File: src/rtl/rv32i_multicycle_seq_if.sv
// Memory handshake bundle between the multicycle sequencer and the
// instruction/data memories.
//   imem_req   : instruction fetch request        (sequencer -> memory)
//   imem_ready : instruction data valid           (memory -> sequencer)
//   dmem_req   : data memory request              (sequencer -> memory)
//   dmem_we    : data memory write (store)        (sequencer -> memory)
//   dmem_ready : data access complete             (memory -> sequencer)
interface rv32i_multicycle_seq_if;
    logic imem_req;
    logic imem_ready;
    logic dmem_req;
    logic dmem_we;
    logic dmem_ready;

    modport master (
        output imem_req,
        output dmem_req,
        output dmem_we,
        input  imem_ready,
        input  dmem_ready
    );

    modport slave (
        input  imem_req,
        input  dmem_req,
        input  dmem_we,
        output imem_ready,
        output dmem_ready
    );
endinterface

File: src/rtl/rv32i_multicycle_seq.sv
// Control sequencer for the multicycle RV32I core. Each instruction walks
// FETCH -> DECODE -> EXEC -> [MEM] -> [WB] and the sequencer drives the
// PC / IR / register-file / data-memory enables. Memory handshakes are
// req/ready with variable latency and an optional timeout into TRAP.
// Ports:
//   clock, reset       : clock and synchronous active-high reset
//   mem                : imem/dmem handshake bundle (master side)
//   opcode             : instr[6:0] from the IR, valid from DECODE onward
//   branch_taken       : branch compare result, used in EXEC
//   ir_write, rd_write,
//   pc_write, pc_sel   : datapath enables (pc_sel 0 = PC+4, 1 = ALU result)
//   state              : FETCH=0 DECODE=1 EXEC=2 MEM=3 WB=4 TRAP=7
//   halted, trap_cause : TRAP indication and reason
//   cycle_cnt          : non-halted cycles since reset
//   instret_cnt        : retired instructions
module rv32i_multicycle_seq #(
    parameter int CNT_WIDTH = 32,
    parameter int TIMEOUT   = 16,
    parameter int TO_WIDTH  = 8
) (
    input  logic                      clock,
    input  logic                      reset,
    rv32i_multicycle_seq_if.master    mem,
    input  logic [6:0]                opcode,
    input  logic                      branch_taken,
    output logic                      ir_write,
    output logic                      rd_write,
    output logic                      pc_write,
    output logic                      pc_sel,
    output logic [2:0]                state,
    output logic                      halted,
    output logic [1:0]                trap_cause,
    output logic [CNT_WIDTH-1:0]      cycle_cnt,
    output logic [CNT_WIDTH-1:0]      instret_cnt
);

    typedef enum logic [2:0] {
        S_FETCH  = 3'd0,
        S_DECODE = 3'd1,
        S_EXEC   = 3'd2,
        S_MEM    = 3'd3,
        S_WB     = 3'd4,
        S_TRAP   = 3'd7
    } state_t;

    typedef enum logic [2:0] {
        CLS_ALU,      // LUI, AUIPC, OP-IMM, OP
        CLS_JUMP,     // JAL, JALR: writeback selects ALU target for PC
        CLS_BRANCH,
        CLS_LOAD,
        CLS_STORE,
        CLS_SYSTEM,
        CLS_ILLEGAL
    } cls_t;

    localparam bit                TO_EN    = (TIMEOUT != 0);
    localparam logic [TO_WIDTH-1:0] TO_LIMIT = TO_WIDTH'(TIMEOUT);

    state_t              state_q;
    cls_t                cls_q;
    cls_t                cls_d;
    logic [TO_WIDTH-1:0] wait_cnt;
    logic                wait_expired;
    logic                retire;

    function automatic cls_t decode_class(input logic [6:0] op);
        cls_t c;
        case (op)
            7'b0110111, 7'b0010111,
            7'b0010011, 7'b0110011: c = CLS_ALU;
            7'b1101111, 7'b1100111: c = CLS_JUMP;
            7'b1100011:             c = CLS_BRANCH;
            7'b0000011:             c = CLS_LOAD;
            7'b0100011:             c = CLS_STORE;
            7'b1110011:             c = CLS_SYSTEM;
            default:                c = CLS_ILLEGAL;
        endcase
        return c;
    endfunction

    assign cls_d        = decode_class(opcode);
    assign wait_expired = TO_EN && (wait_cnt == TO_LIMIT);
    assign state        = state_q;
    assign halted       = (state_q == S_TRAP);

    // Moore strobes from state/class plus same-cycle ready and branch_taken.
    // Commit strobes are held off while reset is asserted so an aborted
    // instruction never updates architectural state.
    always_comb begin
        mem.imem_req = 1'b0;
        mem.dmem_req = 1'b0;
        mem.dmem_we  = 1'b0;
        ir_write     = 1'b0;
        rd_write     = 1'b0;
        pc_write     = 1'b0;
        pc_sel       = 1'b0;
        unique case (state_q)
            S_FETCH: begin
                mem.imem_req = 1'b1;
                ir_write     = mem.imem_ready && !reset;
            end
            S_EXEC: begin
                if (cls_q == CLS_BRANCH) begin
                    pc_write = !reset;
                    pc_sel   = branch_taken;
                end
            end
            S_MEM: begin
                mem.dmem_req = 1'b1;
                mem.dmem_we  = (cls_q == CLS_STORE);
                if (cls_q == CLS_STORE && mem.dmem_ready) begin
                    pc_write = !reset;
                end
            end
            S_WB: begin
                rd_write = !reset;
                pc_write = !reset;
                pc_sel   = (cls_q == CLS_JUMP);
            end
            default: ;
        endcase
    end

    // Every retirement is exactly a PC update.
    assign retire = pc_write;

    always_ff @(posedge clock) begin
        if (reset) begin
            state_q     <= S_FETCH;
            cls_q       <= CLS_ALU;
            trap_cause  <= 2'b00;
            cycle_cnt   <= '0;
            instret_cnt <= '0;
            wait_cnt    <= '0;
        end else begin
            if (state_q != S_TRAP) begin
                cycle_cnt <= cycle_cnt + CNT_WIDTH'(1);
            end
            if (retire) begin
                instret_cnt <= instret_cnt + CNT_WIDTH'(1);
            end
            unique case (state_q)
                S_FETCH: begin
                    // Ready on the cycle the count hits the limit still wins.
                    if (mem.imem_ready) begin
                        state_q  <= S_DECODE;
                        wait_cnt <= '0;
                    end else if (wait_expired) begin
                        state_q    <= S_TRAP;
                        trap_cause <= 2'b10;
                    end else begin
                        wait_cnt <= wait_cnt + TO_WIDTH'(1);
                    end
                end
                S_DECODE: begin
                    cls_q <= cls_d;
                    if (cls_d == CLS_SYSTEM) begin
                        state_q    <= S_TRAP;
                        trap_cause <= 2'b00;
                    end else if (cls_d == CLS_ILLEGAL) begin
                        state_q    <= S_TRAP;
                        trap_cause <= 2'b01;
                    end else begin
                        state_q <= S_EXEC;
                    end
                end
                S_EXEC: begin
                    wait_cnt <= '0;
                    if (cls_q == CLS_BRANCH) begin
                        state_q <= S_FETCH;
                    end else if (cls_q == CLS_LOAD || cls_q == CLS_STORE) begin
                        state_q <= S_MEM;
                    end else begin
                        state_q <= S_WB;
                    end
                end
                S_MEM: begin
                    if (mem.dmem_ready) begin
                        state_q  <= (cls_q == CLS_STORE) ? S_FETCH : S_WB;
                        wait_cnt <= '0;
                    end else if (wait_expired) begin
                        state_q    <= S_TRAP;
                        trap_cause <= 2'b11;
                    end else begin
                        wait_cnt <= wait_cnt + TO_WIDTH'(1);
                    end
                end
                S_WB: begin
                    state_q  <= S_FETCH;
                    wait_cnt <= '0;
                end
                default: begin
                    // TRAP holds until reset.
                    state_q <= S_TRAP;
                end
            endcase
        end
    end

endmodule

File: src/flat_wrapper.sv
// flat-port wrapper written by rule: the top's interface ports become plain ports
module rv32i_multicycle_seq_flat 
#(
    parameter int CNT_WIDTH = 32,
    parameter int TIMEOUT   = 16,
    parameter int TO_WIDTH  = 8
)
  (clock, reset, opcode, branch_taken, ir_write, rd_write, pc_write, pc_sel, state, halted, trap_cause, cycle_cnt, instret_cnt, mem_imem_req, mem_dmem_req, mem_dmem_we, mem_imem_ready, mem_dmem_ready);
  rv32i_multicycle_seq_if mem_i ();
  input  logic clock;
  input  logic reset;
  input  logic [6:0] opcode;
  input  logic branch_taken;
  output logic ir_write;
  output logic rd_write;
  output logic pc_write;
  output logic pc_sel;
  output logic [2:0] state;
  output logic halted;
  output logic [1:0] trap_cause;
  output logic [CNT_WIDTH-1:0] cycle_cnt;
  output logic [CNT_WIDTH-1:0] instret_cnt;
  output wire logic [$bits(mem_i.imem_req)-1:0] mem_imem_req;
  output wire logic [$bits(mem_i.dmem_req)-1:0] mem_dmem_req;
  output wire logic [$bits(mem_i.dmem_we)-1:0] mem_dmem_we;
  input wire logic [$bits(mem_i.imem_ready)-1:0] mem_imem_ready;
  input wire logic [$bits(mem_i.dmem_ready)-1:0] mem_dmem_ready;
  assign mem_imem_req = mem_i.imem_req;
  assign mem_dmem_req = mem_i.dmem_req;
  assign mem_dmem_we = mem_i.dmem_we;
  assign mem_i.imem_ready = mem_imem_ready;
  assign mem_i.dmem_ready = mem_dmem_ready;
  rv32i_multicycle_seq #(.CNT_WIDTH(CNT_WIDTH), .TIMEOUT(TIMEOUT), .TO_WIDTH(TO_WIDTH)) u_core (.clock(clock), .reset(reset), .mem(mem_i), .opcode(opcode), .branch_taken(branch_taken), .ir_write(ir_write), .rd_write(rd_write), .pc_write(pc_write), .pc_sel(pc_sel), .state(state), .halted(halted), .trap_cause(trap_cause), .cycle_cnt(cycle_cnt), .instret_cnt(instret_cnt));
endmodule
File: config.mk
export PLATFORM = sky130hd
export DESIGN_NAME = rv32i_multicycle_seq_flat
export DESIGN_NICKNAME = d
export VERILOG_FILES = /design/src/rtl/rv32i_multicycle_seq_if.sv /design/src/rtl/rv32i_multicycle_seq.sv /design/src/flat_wrapper.sv
export SDC_FILE = /design/constraint.sdc
export NUM_CORES = 1
export LEC_CHECK = 0
export CAP_MARGIN = 5
export CORE_MARGIN = 3
export CORE_UTILIZATION = 34
export CTS_CLUSTER_DIAMETER = 50
export DETAILED_ROUTE_END_ITERATION = 7
export GPL_TIMING_DRIVEN = 0
export PLACE_DENSITY = 0.55
export SLEW_MARGIN = 20
export SYNTH_ARGS = -nofsm -noshare
export SYNTH_HDL_FRONTEND = slang
export SYNTH_SLANG_ARGS = --single-unit
File: constraint.sdc
create_clock -name clock -period 2.5 [get_ports clock]
set_input_delay 0.25 -clock clock [delete_from_list [all_inputs] [get_ports clock]]
set_output_delay 0.25 -clock clock [all_outputs]
set_load 0.02 [all_outputs]
* Word level (Yosys, flattened, before mapping)
Cells that the tools add are included.
** Word-level totals
- Bits in registers :: 80
- Input bits :: 12
- Logic and storage cells :: 79
** Cells by class
- Add/sub/neg operators :: 3
- Equality and inequality tests :: 28
- Mux-type cells :: 31
- Reduce and logical (&&, ||, !) cells :: 11
** Operators with widths (count)
- adder 32 x 1 -> 32 bit (second input constant) :: 2
- == test 7 bit (second input constant) :: 4
- 2-to-1 mux 3 bit :: 8
- 2-to-1 mux 8 bit :: 3
- one-hot mux 8 bit (3 select lines) :: 1
- == test 7 x 6 -> 1 bit (second input constant) :: 3
- one-hot mux 3 bit (6 select lines) :: 1
- == test 3 bit (second input constant) :: 5
- one-hot mux 3 bit (5 select lines) :: 1
- == test 7 x 5 -> 1 bit (second input constant) :: 2
- == test 3 x 2 -> 1 bit (second input constant) :: 4
- 2-to-1 mux 2 bit :: 6
- adder 8 x 1 -> 8 bit (second input constant) :: 1
- == test 8 x 5 -> 1 bit (second input constant) :: 1
- 2-to-1 mux 1 bit :: 8
- == test 7 x 2 -> 1 bit (second input constant) :: 1
- == test 3 x 1 -> 1 bit (second input constant) :: 2
- one-hot mux 2 bit (3 select lines) :: 1
- AND reduction 6 bit :: 1
- nonzero test 3 bit :: 2
- != test 2 x 1 -> 1 bit (second input constant) :: 2
- != test 2 bit (second input constant) :: 2
- OR reduction 2 bit :: 2
- OR reduction 4 bit :: 1
- 8 further kinds :: 9

* Depth between registers and ports, before layout
Gate-level depths: netlist of the first run.
- Word-level depth :: 7
- Depth in mapped cells :: 8
- Mapped depth without buffers :: 7

* Worst setup path after synthesis of the first run
OpenSTA, ideal clock, no wires.
- Path type :: reg-to-reg
- Start :: reg u_core.state_q[2] (netlist: u_core.state[2])
- End :: reg u_core.instret_cnt[24]
- Setup time :: 0.070 ns
- Arrival time :: 2.645 ns
- Required time :: 2.430 ns
- Setup slack :: -0.215 ns
- Stages on the path, launching flop included :: 9
- Period minus slack after synthesis :: 2.715 ns
- Cell sequence :: dfxtp_1 buf_2 nor4b_1 a41o_1 clkbuf_1 o2111ai_1 clkbuf_1 or3_1 a21oi_1
** On the way
- Cells in the longest elaborated chain, start to end :: 2
- Elaborated cells between the ends (all ways) :: 4
** Ends and longest elaborated chain
- from (decl) :: RTL line rv32i_multicycle_seq.sv:59 : state_t state_q;
- from (signal assigned) :: RTL line rv32i_multicycle_seq.sv:179 : state_q <= (cls_q == CLS_STORE) ? S_FETCH : S_WB;
- == test 3 bit / == test 3 x 2 -> 1 bit (equally long branches) :: RTL line rv32i_multicycle_seq.sv:97 : unique case (state_q)
- one-hot mux 1 bit (3 select lines) (*) :: RTL line rv32i_multicycle_seq.sv:97
- to (signal assigned) :: RTL line rv32i_multicycle_seq.sv:140 : instret_cnt <= instret_cnt + CNT_WIDTH'(1);
- to (decl) :: RTL line rv32i_multicycle_seq.sv:34 : output logic [CNT_WIDTH-1:0] instret_cnt
Mark *: on every way between the ends. The rest lies on a longest branch, timed or not.
A chain may end at the register's enable or synchronous reset.

* Final worst setup path of the first run
- Start :: reg u_core.state_q[2] (netlist: u_core.state[2])
- End :: reg u_core.instret_cnt[28]
Same word-level chain as after synthesis.

==> impl_metrics.tcl, run 1 <==
set metrics [dict create \
    outcome "completed" \
    layout.nets 610 \
    max_freq_mhz 417 \
    hold_violations 0 \
    drv_slew 0 \
    slowest_delay_ps 520 \
    grt_pass1_wl_um 18300 \
    grt_max_degree 13 \
    die_h_um 115 \
    wire_per_inst_um 14.8 \
    yosysTopAreaCell "dfxtp_1" \
    reg2reg_slack_ps 100 \
    r2r-end "u_core.instret_cnt[28]" \
    end_kind "flip-flop" \
    netlist_area_mm2 0.00405 \
    vias_per_cell 5.22 \
    vdd_drop_max_uv 278 \
    dr_total_vias 3871 \
    maxCapViolations 0 \
    reg2reg_depth 8 \
    areaGrowthSynthToFinish_pct 34.3 \
    dr.pass1.iters 4 \
    drcViolationCount 0 \
    cp.arrival_ps 2670 \
    cts_max_level 3 \
    yosysSeqAreaShare_pct 39.6 \
    synth_commonest_cells "dfxtp_1, nor2_1, nand2_1" \
    switching_share_pct 31.0 \
    dominantRegCellSynth "dfxtp_1" \
    yosys_warnings 0 \
    p_comb_share_pct 23.2 \
    internal-power_uw 2430 \
    hp-class "flip-flop to flip-flop" \
    r2r_start "u_core.state[2]" \
    final_cells 742 \
    numCtsBuffers 9 \
    clockPowerShare_pct 36.0 \
    initial_utilization_pct 35.2 \
    clock_skew_ps 6.62 \
    p_per_area_mw_per_mm2 647 \
    portBuffers 87 \
    grt-ovfl-total 0 \
    synthTopCellsByArea "dfxtp_1, nor2_1, xor2_1" \
    synthCells 496 \
    min_to "u_core.trap_cause[0]" \
    tightest_slew_ps 567 \
    drive_above_1_share_pct 6.01 \
    p_leak_uw 0.00177 \
    fin_tns_setup_ps 0 \
    holdPathStages 2 \
    design.portCount 89 \
    grt_setup_unrepaired "no" \
    clock_sinks 80 \
    slew_headroom_pct 62.2 \
    finalSetupViolations 0 \
    rows 39 \
    finalWirelength_um 11000 \
    ant_nets 0 \
    first_iter_violations 265 \
    critical_path_buf_inv_count 3 \
    clock_latency_ps 350 \
    cp-start-kind "flip-flop" \
    grt_pass1_vias 3736 \
    coreArea_mm2 0.0115 \
    avgSynthCellArea_um2 8.16 \
    antennaDiodeCount 0 \
    cts_buffer_depth 2 \
    path_max_fanout 10 \
    place_hpwl_um 7900 \
    path_class "flip-flop to flip-flop" \
    routabilityCongestion 0.850 \
    slowest_stage "or4b_4" \
    min_period_ps 2400 \
    placed_cells 726 \
    crit_required_ps 2770 \
    seqPwrFrac_pct 40.8 \
    clock-root-buffer "clkbuf_16" \
    synthArstFlopShare_pct 0 \
    worstHoldStart "u_core.trap_cause[0]" \
    die_w_um 115 \
    ctsHoldBuffers 0 \
    syn_nets 512 \
    track_usage_pct 17.2 \
    p_switching_uw 1090 \
    cts_tree "done" \
    yosysTopAreaCellShare_pct 39.6 \
    yosys.cell_types.count 50 \
    path_cells "buf_2 > or4b_4 > nor4b_4 > buf_6 > o2111ai_1 > buf_4 > or3_1 > a21oi_1" \
    grt_antenna_before_repair 0 \
    finalCritPeriodShare_pct 95.8 \
    num-fill-cells 1168 \
    post-synth-top-count-cell "dfxtp_1" \
    synth_edf_count 0 \
    crit_family "simple AND/OR/NAND/NOR gates" \
    dieArea_mm2 0.0133 \
    clk_pin_slew_worst_paths_ps 60 \
    ys_ff_latch 80 \
]
timing repair:
action | 4_1_cts | 5_1_grt
resized for setup | 11 | 10
endpoints found under the hold margin | 0 | 0
setup buffers | 2 | 1
endpoints found under the setup margin | 10 | 21
pin swaps | 1 | 1
stage by stage:
step / setup WS, ps / hold WS [ps] / utilization, % / total power [uW] / cell area (um^2)
2_1_floorplan: 112 / 452 / - / 1980 / 4060
3_3_place_gp: -312 / 454 / 44.3 / 2270 / 5100
6_report: 104 / 459 / 47.2 / 3520 / 5440
4_1_cts: 11.1 / 462 / 46.9 / 3560 / 5400
5_1_grt: 7.05 / 478 / 47.2 / 3720 / 5440
3_5_place_dp: -326 / 453 / 44.3 / 2280 / 5100
registers in the layout (all words and copies together) (netlist names):
signal	flops
u_core.cls_q	3
u_core.cycle_cnt	32
u_core.instret_cnt	32
u_core.state	3
u_core.trap_cause	2
u_core.wait_cnt	8
worst register-to-register path, stage by stage (launching register included):
cell and delay [ps]:
dfxtp_1 310, buf_2 180, or4b_4 520, nor4b_4 300, buf_6 180, o2111ai_1 170, buf_4 220, or3_1 300
a21oi_1 140
placed cells by master (no fill, tap or decap), types with 6 or more instances in the layout:
cell type,count
dfxtp_1,80
clkdlybuf4s50_1,85
o211ai_1,8
inv_1,17
and4_1,10
nand3_1,20
nor2_1,66
or3_1,16
clkbuf_1,16
xor2_1,25
clkbuf_16,9
and3_1,6
a21oi_1,28
o21ai_0,23
nand2_1,32
nand4_1,17
xnor2_1,23
nor4_1,7
nor3_1,17
o2111ai_1,8
final cells by class:
cell class | count | area (um^2) | share of cell area [%]
Clock inverter | 3 | 15.0 | 0.276
Clock buffer | 13 | 270 | 4.97
Tap cell | 143 | 179 | 3.29
Multi-Input combinational cell | 374 | 2310 | 42.5
Timing Repair Buffer | 90 | 897 | 16.5
Sequential cell | 80 | 1600 | 29.5
Inverter | 17 | 63.8 | 1.17
Buffer | 22 | 97.6 | 1.79
worst max path at each step:
stage	start	to	slack (ps)	cells past startpoint
finish	u_core.state[2]	u_core.instret_cnt[28]	100	8
global route	u_core.state[2]	u_core.instret_cnt[24]	7	8
CTS	u_core.state[2]	pc_sel	10	5
detailed placement	u_core.state[2]	pc_write	-330	6
global placement	u_core.state[2]	pc_write	-310	6
floorplan	u_core.state[2]	u_core.instret_cnt[24]	110	8
routing by layer:
| metal | wire length (um) | vias up | track usage, % |
|---|---|---|---|
| met3 | 573 | 12 | 5.74 |
| met4 | 156 | 0 | 5.01 |
| li1 | - | 1977 | - |
| met1 | 5220 | 1791 | 22.5 |
| met5 | 0 | - | 0 |
| met2 | 5040 | 91 | 27.1 |
power groups by stage:
stage                     registers (uW)  clock network (uW)  logic, uW
after floorplan                     1470                   0        505
after global placement              1450                   0        826
after detailed placement            1450                   0        830
after CTS                           1430                1310        820
after global routing                1450                1370        905
final                               1430                1270        817
cell families after synthesis:
kind of cell	after synthesis	synth area share, %
AND/OR/NAND/NOR	225	29.4
buffers and inverters	42	3.96
multiplexers	1	0.247
AO/OA/AOI/OAI	95	15.0
adder cells (fa/ha/maj)	5	1.48
flip-flops	80	39.6
XOR/XNOR	48	10.4
No activity file was read; power rests on OpenSTA's default activity.
==> run 2: changes to the inputs <==
Settings changed: ABC_AREA set to 1, CORE_UTILIZATION 34 to 53, PLACE_DENSITY 0.55 to 0.79.
==> run 2 against run 1 <==
Highest routed layer unchanged. Wire length rose by 30%. Critical path type is now flip-flop to output pin. Design area rose by 13%. Fmax rose by 3.7%. Sequential cell count did not move. Combinational power rose by 7.8%. Count of clock-buffer cells in the layout fell by 3. Via count rose by 43%. Largest cell class unchanged. Worst hold slack improved by 15 ps.
==> impl_metrics.tcl, run 2 <==
set metrics [dict create \
    pre_cts_ws_ps 262 \
    yosys.cell_types.count 33 \
    grt_setup_unrepaired "no" \
    vias_per_cell 5.37 \
    grt_antenna_before_repair 0 \
    crit_required_ps 2250 \
    initial_utilization_pct 55.4 \
    r2r_start "u_core.instret_cnt[0]" \
    yosysTopAreaCell "dfxtp_1" \
    cp.arrival_ps 2060 \
    synthTopCellsByArea "dfxtp_1, nand2_1, nor2_1" \
    end_kind "output pin" \
    finalSetupViolations 0 \
    finalCritPeriodShare_pct 92.4 \
    min_period_ps 2310 \
    cts_max_level 3 \
    clock_sinks 80 \
    yosysTopAreaCellShare_pct 32.7 \
    synth_edf_count 0 \
    vdd_drop_max_uv 440 \
    clock_latency_ps 370 \
    dr.pass1.iters 5 \
    p_per_area_mw_per_mm2 556 \
    grt_max_degree 15 \
    final_common_cell "nand2_1" \
    clock-root-buffer "clkbuf_8" \
    grt-ovfl-total 0 \
    ctsHoldBuffers 0 \
    areaGrowthSynthToFinish_pct 25.1 \
    grt_pass1_wl_um 23700 \
    grt_pass1_vias 5171 \
    path_max_fanout 10 \
    outcome "completed" \
    layout_setup_ws_ps 191 \
    tightest_slew_ps 798 \
    layout.nets 936 \
    r2r-end "u_core.instret_cnt[12]" \
    synthArstFlopShare_pct 0 \
    first_iter_violations 234 \
    die_w_um 102 \
    coreArea_mm2 0.00885 \
    placed_cells 1017 \
    path_class "flip-flop to output pin" \
    min_to "u_core.wait_cnt[7]" \
    final_cells 1033 \
    finalWirelength_um 14200 \
    antennaDiodeCount 0 \
    drv_slew 0 \
    drive_above_1_share_pct 4.54 \
    die_h_um 102 \
    holdPathStages 2 \
    routabilityCongestion 0.925 \
    max_freq_mhz 433 \
    worstHoldStart "u_core.wait_cnt[7]" \
    dominantRegCellSynth "dfxtp_1" \
    p_leak_uw 0.00218 \
    yosys_warnings 0 \
    cts_tree "done" \
    place_hpwl_um 10900 \
    maxCapViolations 0 \
    reg2reg_depth 8 \
    netlist_area_mm2 0.00490 \
    clk_pin_slew_worst_paths_ps 80 \
    ant_nets 0 \
    synth_commonest_cells "nand2_1, nor2_1, dfxtp_1" \
    design.portCount 89 \
    layout_common_cells "nand2_1, nor2_1, clkdlybuf4s50_1" \
    yosysSeqAreaShare_pct 32.7 \
    reg2reg_slack_ps 460 \
    avgSynthCellArea_um2 5.96 \
    drcViolationCount 0 \
    clock_skew_ps 10.1 \
    synthCells 822 \
    numCtsBuffers 9 \
    hold_violations 0 \
    portBuffers 87 \
    syn_nets 838 \
    post-synth-top-count-cell "nand2_1" \
    utilization_pct 69.3 \
    ys_ff_latch 80 \
    reg_top3 "u_core.cycle_cnt: 32 flops, u_core.instret_cnt: 32 flops, u_core.wait_cnt: 8 flops" \
    hp-class "flip-flop to flip-flop" \
    slew_headroom_pct 46.8 \
    rows 34 \
    cp-start-kind "flip-flop" \
    dieArea_mm2 0.0104 \
    wire_per_inst_um 13.8 \
    dr_total_vias 5551 \
    fin_tns_setup_ps 0 \
    track_usage_pct 28.2 \
    cts_buffer_depth 2 \
]
run 2: changes by cell type in the layout (fill, tap and decap cells not counted), moves of 9 or more:
cell,previous run,this run
nand2_1,32,319
nor2_1,66,135
a21oi_1,28,70
inv_1,17,59
nand3b_1,2,25
xnor2_1,23,4
or3_1,16,0
nand4_1,17,4
and4_1,10,0
xor2_1,25,15
clkbuf_16,9,0
nand3_1,20,29
run 2: worst max-delay path by stage:
| stage | startpoint | end | slack, ps | cells after the start |
|---|---|---|---|---|
| 6_report | u_core.state[2] | halted | 190 | 4 |
| 5_1_grt | u_core.state[0] | pc_sel | 70 | 4 |
| 4_1_cts | u_core.state[0] | halted | 4 | 4 |
| 3_5_place_dp | mem_dmem_ready | pc_write | 260 | 9 |
| 3_3_place_gp | mem_dmem_ready | pc_write | 280 | 9 |
| 2_1_floorplan | u_core.state[0] | pc_sel | 740 | 3 |
run 2: area by class of cell:
class	count	area (um^2)
well taps	108	135
multi-input cells	663	2980
flip-flops and latches	80	1600
plain buffers	17	92.6
clock inverters	6	92.6
inverters	62	234
clock buffers	10	128
repair buffers	87	870
fillers	813	2720
run 2: metal layers:
layer / up-vias / GRT usage [%] / part of all wire [%]
met5: - / 0 / 0
met4: 0 / 10.7 / 2.0
met3: 25 / 4.10 / 5.7
met2: 197 / 48.1 / 48
met1: 2526 / 36.1 / 44
li1: 2803 / - / -
run 2: logic make-up (layout without fill, tap and decap cells):
logic type,Yosys count,count (layout),share of synthesized area [%]
and+or+nand+nor,536,536,45.0
DFF,80,80,32.7
xor gates and xnor gates,19,19,3.40
buffers and inverters,79,182,6.66
adders and majority gates,4,4,1.02
AOI/OAI and AO/OA,104,104,11.2
run 2: what timing repair did:
item / 4_1_cts / 5_1_grt
setup buffers: 0 / 0
gates resized for setup: 3 / 2
endpoints found under the setup margin: 2 / 1
run 2: power breakdown:
part	internal [uW]	switching, uW	total, uW
combinational	324	557	881
sequential	1350	90.2	1440
clock	568	519	1090
total	2240	1170	3410
run 2: stage by stage:
| stage | area (um^2) | total power [uW] | hold WS, ps |
|---|---|---|---|
| global route | 6130 | 3600 | 510 |
| global placement | 5910 | 2320 | 456 |
| detailed placement | 5910 | 2340 | 467 |
| CTS | 6130 | 3410 | 479 |
| floorplan | 4900 | 2040 | 444 |
| finish | 6130 | 3410 | 475 |
run 2: worst max-delay path: stages (launching register included):
cell,delay [ps]
dfxtp_1,460
nand3_2,190
inv_2,170
buf_2,240
clkdlybuf4s50_1,640
==> run 3: changes to the inputs <==
Settings changed: CAP_MARGIN 5 to 40, CORE_MARGIN 3 to 5.
==> run 3 against run 2 <==
Sequential power is essentially flat. Register-to-register slack lost 40 ps. Critical endpoint is now pc_sel. Sequential cell count is the same. Global-route usage shrank 1.9 points. Design area shrank 0.49%. Power shrank 3.2%. Worst hold slack gained 3.7 ps. Clock power shrank 12%. Clock skew grew 3.8 ps.
==> impl_metrics.tcl, run 3 (synthesis gave the netlist of run 2 again) <==
set metrics [dict create \
    die_h_um 106 \
    clockPowerShare_pct 29.0 \
    grt-ovfl-total 0 \
    antennaDiodeCount 0 \
    hp-class "flip-flop to flip-flop" \
    place_hpwl_um 11300 \
    areaGrowthSynthToFinish_pct 24.5 \
    crit_start "u_core.state[0]" \
    reg_top3 "u_core.cycle_cnt: 32 flops, u_core.instret_cnt: 32 flops, u_core.wait_cnt: 8 flops" \
    cts_tree "done" \
    finalSetupViolations 0 \
    grt_pass1_vias 5421 \
    postCtsSetupBuffers 0 \
    numCtsBuffers 9 \
    finalCritPeriodShare_pct 93.7 \
    grt_antenna_before_repair 0 \
    grt_max_degree 14 \
    cts_max_level 3 \
    cp-start-kind "flip-flop" \
    dr.pass1.iters 5 \
    dieArea_mm2 0.0113 \
    clock_skew_ps 13.9 \
    fin_tns_setup_ps 0 \
    p_leak_uw 0.00217 \
    finalWirelength_um 14500 \
    clock_latency_ps 360 \
    p_switching_uw 1170 \
    layout.nets 936 \
    slew_headroom_pct 57.9 \
    crit_required_ps 2250 \
    reg2reg_slack_ps 420 \
    layout_common_cells "nand2_1, nor2_1, clkdlybuf4s50_1" \
    die_w_um 106 \
    drive_above_1_share_pct 4.44 \
    vdd_drop_max_uv 432 \
    first_iter_violations 277 \
    layout_setup_ws_ps 159 \
    ctsHoldBuffers 0 \
    dr_total_vias 5581 \
    final_common_cell "nand2_1" \
    track_usage_pct 26.3 \
    placed_cells 1020 \
    clock_sinks 80 \
    grt_pass1_wl_um 24600 \
    initial_utilization_pct 53.8 \
    ant_nets 0 \
    worstHoldStart "u_core.trap_cause[1]" \
    vias_per_cell 5.39 \
    path_class "flip-flop to output pin" \
    routabilityCongestion 1.03 \
    path_max_fanout 8 \
    switching_share_pct 35.4 \
    clk_pin_slew_worst_paths_ps 90 \
    seqPwrFrac_pct 43.8 \
    wire_per_inst_um 14.0 \
    coreArea_mm2 0.00911 \
    tightest_slew_ps 632 \
    r2r_start "u_core.instret_cnt[0]" \
    grt_setup_unrepaired "no" \
    drcViolationCount 0 \
    rows 35 \
    max_freq_mhz 427 \
    p_per_area_mw_per_mm2 540 \
    min_period_ps 2340 \
    internal-power_uw 2130 \
    outcome "completed" \
    design.portCount 89 \
    final_cells 1035 \
    hold_violations 0 \
    clock-root-buffer "clkbuf_8" \
    maxCapViolations 0 \
    cp.arrival_ps 2090 \
    p_comb_share_pct 27.1 \
    drv_slew 0 \
    pre_cts_ws_ps 230 \
    portBuffers 87 \
    cts_buffer_depth 2 \
    end_kind "output pin" \
]
run 3: cell types whose count changed in the layout (fill, tap and decap cells not counted):
cell	previous run	this run
clkinv_2	1	2
inv_6	1	0
bufinv_16	2	1
run 3: critical path, stage by stage, from the launching register on:
cell             delay (ps)
dfxtp_2                 380
nor2_2                  170
nand2_1                 200
o41ai_1                 320
clkdlybuf4s50_1         670
run 3: worst paths after layout:
kind                       endpoint  cells past startpoint
max reg2reg  u_core.instret_cnt[16]                      8
min            u_core.trap_cause[1]                      2
min reg2reg    u_core.trap_cause[1]                      2
max                          pc_sel                      4
run 3: stage by stage:
stage                     utilization [%]  power, uW  area, um^2  hold WS [ps]
after detailed placement             64.9       2350        5910           468
after global placement               64.9       2310        5910           454
after CTS                            67.0       3290        6100           480
final                                67.0       3300        6100           478
after floorplan                         -       2040        4900           444
after global routing                 67.0       3480        6100           511
run 3: repair_timing:
| item | CTS | global route |
|---|---|---|
| resized for setup | 3 | 2 |
| endpoints found under the setup margin | 2 | 1 |
| cloned | 0 | 0 |
run 3: metal layers:
metal / vias up / share of wire (%) / track usage (%)
met1: 2552 / 42 / 31.0
met2: 196 / 50 / 47.5
met4: 0 / 2.3 / 10.3
met5: - / 0 / 0
met3: 30 / 5.8 / 4.25
li1: 2803 / - / -
run 3: layout make-up:
type / instances / area [um^2]
Timing Repair Buffer: 87 / 870
Fill cell: 881 / 3010
Multi-Input combinational cell: 663 / 2980
Tap cell: 111 / 139
Sequential cell: 80 / 1600
Clock buffer: 10 / 128
Buffer: 17 / 92.6
Clock inverter: 5 / 58.8
Inverter: 62 / 234
run 3: power by group through the flow:
| stage | Sequential, uW | Clock, uW | Combinational [uW] |
|---|---|---|---|
| 6_report | 1450 | 958 | 895 |
| 5_1_grt | 1460 | 1030 | 990 |
| 3_5_place_dp | 1460 | 0 | 884 |
| 4_1_cts | 1440 | 965 | 887 |
| 3_3_place_gp | 1460 | 0 | 854 |
| 2_1_floorplan | 1500 | 0 | 545 |
